[config.mk]
export PLATFORM = sky130hd
export DESIGN_NAME = vector_result_streamer
export DESIGN_NICKNAME = d
export VERILOG_FILES = /design/src/rtl/vector_stream_pkg.sv /design/src/rtl/vector_result_streamer.sv
export SDC_FILE = /design/constraint.sdc
export NUM_CORES = 1
export LEC_CHECK = 0
export ABC_AREA = 1
export CORE_UTILIZATION = 52
export CTS_BUF_LIST = sky130_fd_sc_hd__clkbuf_8
export DETAILED_ROUTE_END_ITERATION = 12
export GPL_TIMING_DRIVEN = 1
export PLACE_DENSITY = 0.87
export SETUP_SLACK_MARGIN = 0.3
export SYNTH_ARGS = -nofsm -noshare
export SYNTH_HDL_FRONTEND = slang
export SYNTH_SLANG_ARGS = --single-unit
[constraint.sdc]
create_clock -name clk -period 11.65 [get_ports clk]
set_clock_uncertainty 0.2 [all_clocks]
set_input_delay 2.33 -clock clk [delete_from_list [all_inputs] [get_ports clk]]
set_output_delay 2.33 -clock clk [all_outputs]
set_load 0.1 [all_outputs]
[src/rtl/vector_stream_pkg.sv]
// Shared defaults and types for the vector result streamer.
// The SUM state exists in the enum whether or not VECTOR_STREAM_SUM_EN is defined.
`timescale 1ns/1ps
package vector_stream_pkg;

  localparam int VEC_LEN = 5;
  localparam int DATA_W  = 32;

  typedef logic signed [DATA_W-1:0] elem_t;

  typedef enum logic [1:0] {
    IDLE   = 2'd0,
    STREAM = 2'd1,
    SUM    = 2'd2
  } strm_state_e;

endpackage

[src/rtl/vector_result_streamer.sv]
// Captures a parallel result vector in one handshake and replays it as a serial
// valid/ready stream; define VECTOR_STREAM_SUM_EN to append a running-sum beat.
`timescale 1ns/1ps
module vector_result_streamer #(
  parameter int VEC_LEN = vector_stream_pkg::VEC_LEN,
  parameter int DATA_W  = vector_stream_pkg::DATA_W,
  localparam int IDX_W  = $clog2(VEC_LEN + 1)
) (
  input  logic                     clk,
  input  logic                     rst,
  input  logic                     in_valid,
  output logic                     in_ready,
  input  logic signed [DATA_W-1:0] in_vec [VEC_LEN],
  output logic                     out_valid,
  input  logic                     out_ready,
  output logic signed [DATA_W-1:0] out_data,
  output logic [IDX_W-1:0]         out_idx,
  output logic                     out_last,
  output logic                     busy,
  output logic [1:0]               dbg_state
);

  import vector_stream_pkg::*;

  // Handshakes: a transfer happens on a rising edge where valid && ready are both 1.
  // valid never depends combinationally on ready; data/idx/last are stable while valid && !ready.

  localparam logic [1:0]       ST_IDLE   = IDLE;
  localparam logic [1:0]       ST_STREAM = STREAM;
  localparam logic [IDX_W-1:0] LAST_IDX  = IDX_W'(VEC_LEN - 1);
`ifdef VECTOR_STREAM_SUM_EN
  localparam logic [1:0]       ST_SUM    = SUM;
  localparam logic [IDX_W-1:0] SUM_IDX   = IDX_W'(VEC_LEN);
`endif

  logic [1:0]               state_q, state_d;
  logic [IDX_W-1:0]         idx_q, idx_d;
  logic signed [DATA_W-1:0] buf_q [VEC_LEN];
  logic                     capture;
  logic                     beat_accept;

  assign beat_accept = out_valid && out_ready;

  always_comb begin
    state_d = state_q;
    idx_d   = idx_q;
    capture = 1'b0;
    case (state_q)
      ST_IDLE: begin
        if (in_valid) begin
          capture = 1'b1;
          idx_d   = '0;
          state_d = ST_STREAM;
        end
      end
      ST_STREAM: begin
        if (out_ready) begin
          if (idx_q == LAST_IDX) begin
            idx_d = '0;
`ifdef VECTOR_STREAM_SUM_EN
            state_d = ST_SUM;
`else
            state_d = ST_IDLE;
`endif
          end else begin
            idx_d = idx_q + 1'b1;
          end
        end
      end
`ifdef VECTOR_STREAM_SUM_EN
      ST_SUM: begin
        if (out_ready) state_d = ST_IDLE;
      end
`endif
      default: begin
        state_d = ST_IDLE;
        idx_d   = '0;
      end
    endcase
  end

  always_ff @(posedge clk) begin
    if (rst) begin
      state_q <= ST_IDLE;
      idx_q   <= '0;
    end else begin
      state_q <= state_d;
      idx_q   <= idx_d;
    end
  end

  // The buffer carries no reset: its contents only matter after a capture.
  always_ff @(posedge clk) begin
    if (capture) begin
      for (int i = 0; i < VEC_LEN; i++) buf_q[i] <= in_vec[i];
    end
  end

`ifdef VECTOR_STREAM_SUM_EN
  logic signed [DATA_W-1:0] acc_q;

  // Wraps at DATA_W bits; the sum beat reports the two's-complement result.
  always_ff @(posedge clk) begin
    if (rst || capture) begin
      acc_q <= '0;
    end else if (beat_accept && state_q == ST_STREAM) begin
      acc_q <= acc_q + out_data;
    end
  end
`endif

  always_comb begin
    out_data = '0;
    out_idx  = '0;
    out_last = 1'b0;
    if (state_q == ST_STREAM) begin
      out_data = buf_q[idx_q];
      out_idx  = idx_q;
`ifndef VECTOR_STREAM_SUM_EN
      out_last = (idx_q == LAST_IDX);
`endif
    end
`ifdef VECTOR_STREAM_SUM_EN
    if (state_q == ST_SUM) begin
      out_data = acc_q;
      out_idx  = SUM_IDX;
      out_last = 1'b1;
    end
`endif
  end

  assign in_ready  = (state_q == ST_IDLE);
  assign out_valid = (state_q != ST_IDLE);
  assign busy      = (state_q != ST_IDLE);
  assign dbg_state = state_q;

endmodule

==> impl_metrics.ini <==
[die]
fp.coreArea_um2 = 12200
rows = 40
dieArea_um2 = 13100
die_w_um = 114
initial_core_util_pct = 54.0
die_h_um = 114
ios = 205

[drt]
first_pass_iters = 5
drc = 0
drt_wl_total_um = 16300
vias = 4810
viasPerCell = 5.34
drt_iter0_markers = 491
ant_nets = 0
wl_per_cell_um = 18.1

[critical_path]
arrival_ns = 3.30
required_ns = 9.12
critical-path-max-stage-delay_ns = 1.18
worst_setup_path_start_kind = flop
r2r_cells = 4
cp_common_cell = nand2_1
r2r_setup_slack_ns = 8.62
end_kind = output pin
crit_type = flop to output pin
timing.rr.end = buf_q[0][27]$_DFFE_PP_
critical_path.slowest_cell = clkdlybuf4s50_1
worst-path-max-fanout = 64
crit-reg2reg-launch = dbg_state[0]$_SDFFE_PP0P_
path_cells = inv_2, nand2_1, nand3_1, nand2_1, a21oi_1, clkdlybuf4s50_1

[placement]
gp_congestion = 0.837
portBuffers = 203
dp_hpwl_um = 11100
place_ws_ns = 6.28

[timing]
min_period_ns = 5.83
setup_viol_count_final = 0
tightest_slew_ns = 1.20
fin_crit_sh_pct = 50.1
fin_ws_ns = 5.82
relSlewSlack_pct = 19.7
finalHoldViolations = 0
rsz0062_at_grt = no
final-max-slew-violation-count = 0
max_freq_mhz = 171
fin_tns_setup_ns = 0

[power]
power.total_w = 0.00133
p_switching_w = 0.000360
p_leak_nw = 3.29
pwr_density_cell_nw_per_um2 = 147
p_int_w = 0.000967
power_frac_clock_pct = 29.7
vdd_drop_max_mv = 0.122
pwr-share-comb_pct = 16.9
p_sw_share_pct = 27.1
p_seq_share_pct = 53.4

[clock_tree]
cts_resized = 0
cts_setup_buffers = 0
cts_made_buffers = 17
cts_sinks = 167
clock_latency_ns = 0.45
cts_buffer_depth = 2
cts_hold_buffers = 0
clk_pin_slew_ns = 0.08
cts_tree = built
cts.htree.levels = 4
cts_root_buf = clkbuf_8

[global_route]
grt_pass1_vias = 4893
antenna_found_initial = 0
grt-ovfl-total = 0
grt_pass1_wl_um = 25000
grt_usage_pct = 26.3
grt_start_max_net_pins = 95

[synthesis]
synthesis.instances = 527
synth_fp_nets = 693
syn-cell-area_um2 = 6570
ys_seq_area_share_pct = 75.3
ys_seq_elements = 167
synth_cell_types = 16
avgSynthCellArea_um2 = 12.5
yosysWarnings = 0

[layout]
postLayoutCoreUtil_pct = 74.1
drive_gt1_share_pct = 5.19
final_cell_mix = clkdlybuf4s50_1 (203), nand2_1 (174), edfxtp_1 (160), nand3_1 (68), a21oi_1 (35)
area_delta_synth_final_pct = 37.2
nets = 886
mostFrequentLayoutCell = clkdlybuf4s50_1
antennaDiodeCount = 0

[job]
maxCapViolations = 0

[hold_path]
worstHoldEndpoint = idx_q[1]$_SDFFE_PP0P_
hold_start = idx_q[1]$_SDFFE_PP0P_
min_path_type = flop to flop
min_delay_path_depth = 2

[run_status]
status = complete, no violations
## flip-flops by register name (all words and copies together), names as in the netlist, named ones only
register   flops
buf_q        160
dbg_state      1
idx_q          3
## cell usage after synthesis
master / count / area share, %
a21oi_1: 35 / 2.7
buf_2: 12 / 0.91
buf_4: 4 / 0.46
buf_6: 7 / 1.2
clkbuf_1: 10 / 0.57
conb_1: 1 / 0.057
dfxtp_1: 7 / 2.1
edfxtp_1: 160 / 73
ha_1: 2 / 0.38
inv_1: 9 / 0.51
inv_2: 3 / 0.17
nand2_1: 174 / 9.9
nand3_1: 68 / 5.2
nor2_1: 2 / 0.11
o21ai_0: 30 / 2.3
o21ai_1: 3 / 0.23
## power groups by stage
| stage | registers (W) | clock network (W) | logic [W] |
|---|---|---|---|
| after floorplan | 0.000723 | 0 | 0.000134 |
| after global placement | 0.000720 | 0 | 0.000219 |
| after detailed placement | 0.000722 | 0 | 0.000225 |
| after CTS | 0.000708 | 0.000398 | 0.000225 |
| after global routing | 0.000711 | 0.000420 | 0.000238 |
| final | 0.000708 | 0.000394 | 0.000225 |
## worst max-delay path by stage
stage / to / cells past startpoint / slack (ns) / from
after CTS: out_data[13] / 6 / 5.78 / flop
after floorplan: buf_q[0][0]$_DFFE_PP_ / 2 / 5.40 / in_valid
final: out_data[13] / 6 / 5.82 / flop
after detailed placement: out_data[13] / 6 / 6.28 / flop
after global routing: out_data[11] / 6 / 5.57 / flop
after global placement: out_data[29] / 6 / 6.36 / flop
## through the flow
step,cell area (um^2),hold WS (ns),instances
floorplan,6570,0.294,527
global placement,8640,0.319,869
detailed placement,8640,0.330,869
CTS,9010,0.354,900
global route,9010,0.371,900
finish,9010,0.352,900
## area by class of cell
| cell class | instances | area [um^2] |
|---|---|---|
| Sequential cell | 167 | 4950 |
| Fill cell | 768 | 3150 |
| Timing Repair Buffer | 207 | 2060 |
| Multi-Input combinational cell | 315 | 1370 |
| Clock buffer | 17 | 234 |
| Tap cell | 168 | 210 |
| Clock inverter | 14 | 139 |
| Inverter | 12 | 50.0 |
## critical path: cells and delay by family (launching register included)
kind	cells	cell delay (ns)
DFF	1	0.33
buffers and inverters	2	1.96
AOI/OAI and AO/OA	1	0.18
and+or+nand+nor	3	0.35
## cell families after synthesis
group                    count (synthesis)  share of synthesized area [%]
buffers and inverters                   45                           3.83
flip-flops                             167                           75.3
adder cells (fa/ha/maj)                  2                          0.381
AND/OR/NAND/NOR                        244                           15.2
AO/OA/AOI/OAI                           68                           5.18
other                                    1                         0.0571
## per-layer routing
| layer | track usage (%) | wire [um] |
|---|---|---|
| met1 | 29.7 | 5900 |
| met2 | 44.6 | 8230 |
| met3 | 9.48 | 1720 |
| met4 | 11.9 | 469 |
| met5 | 0 | 0 |
(Power assumes the default switching activity.)
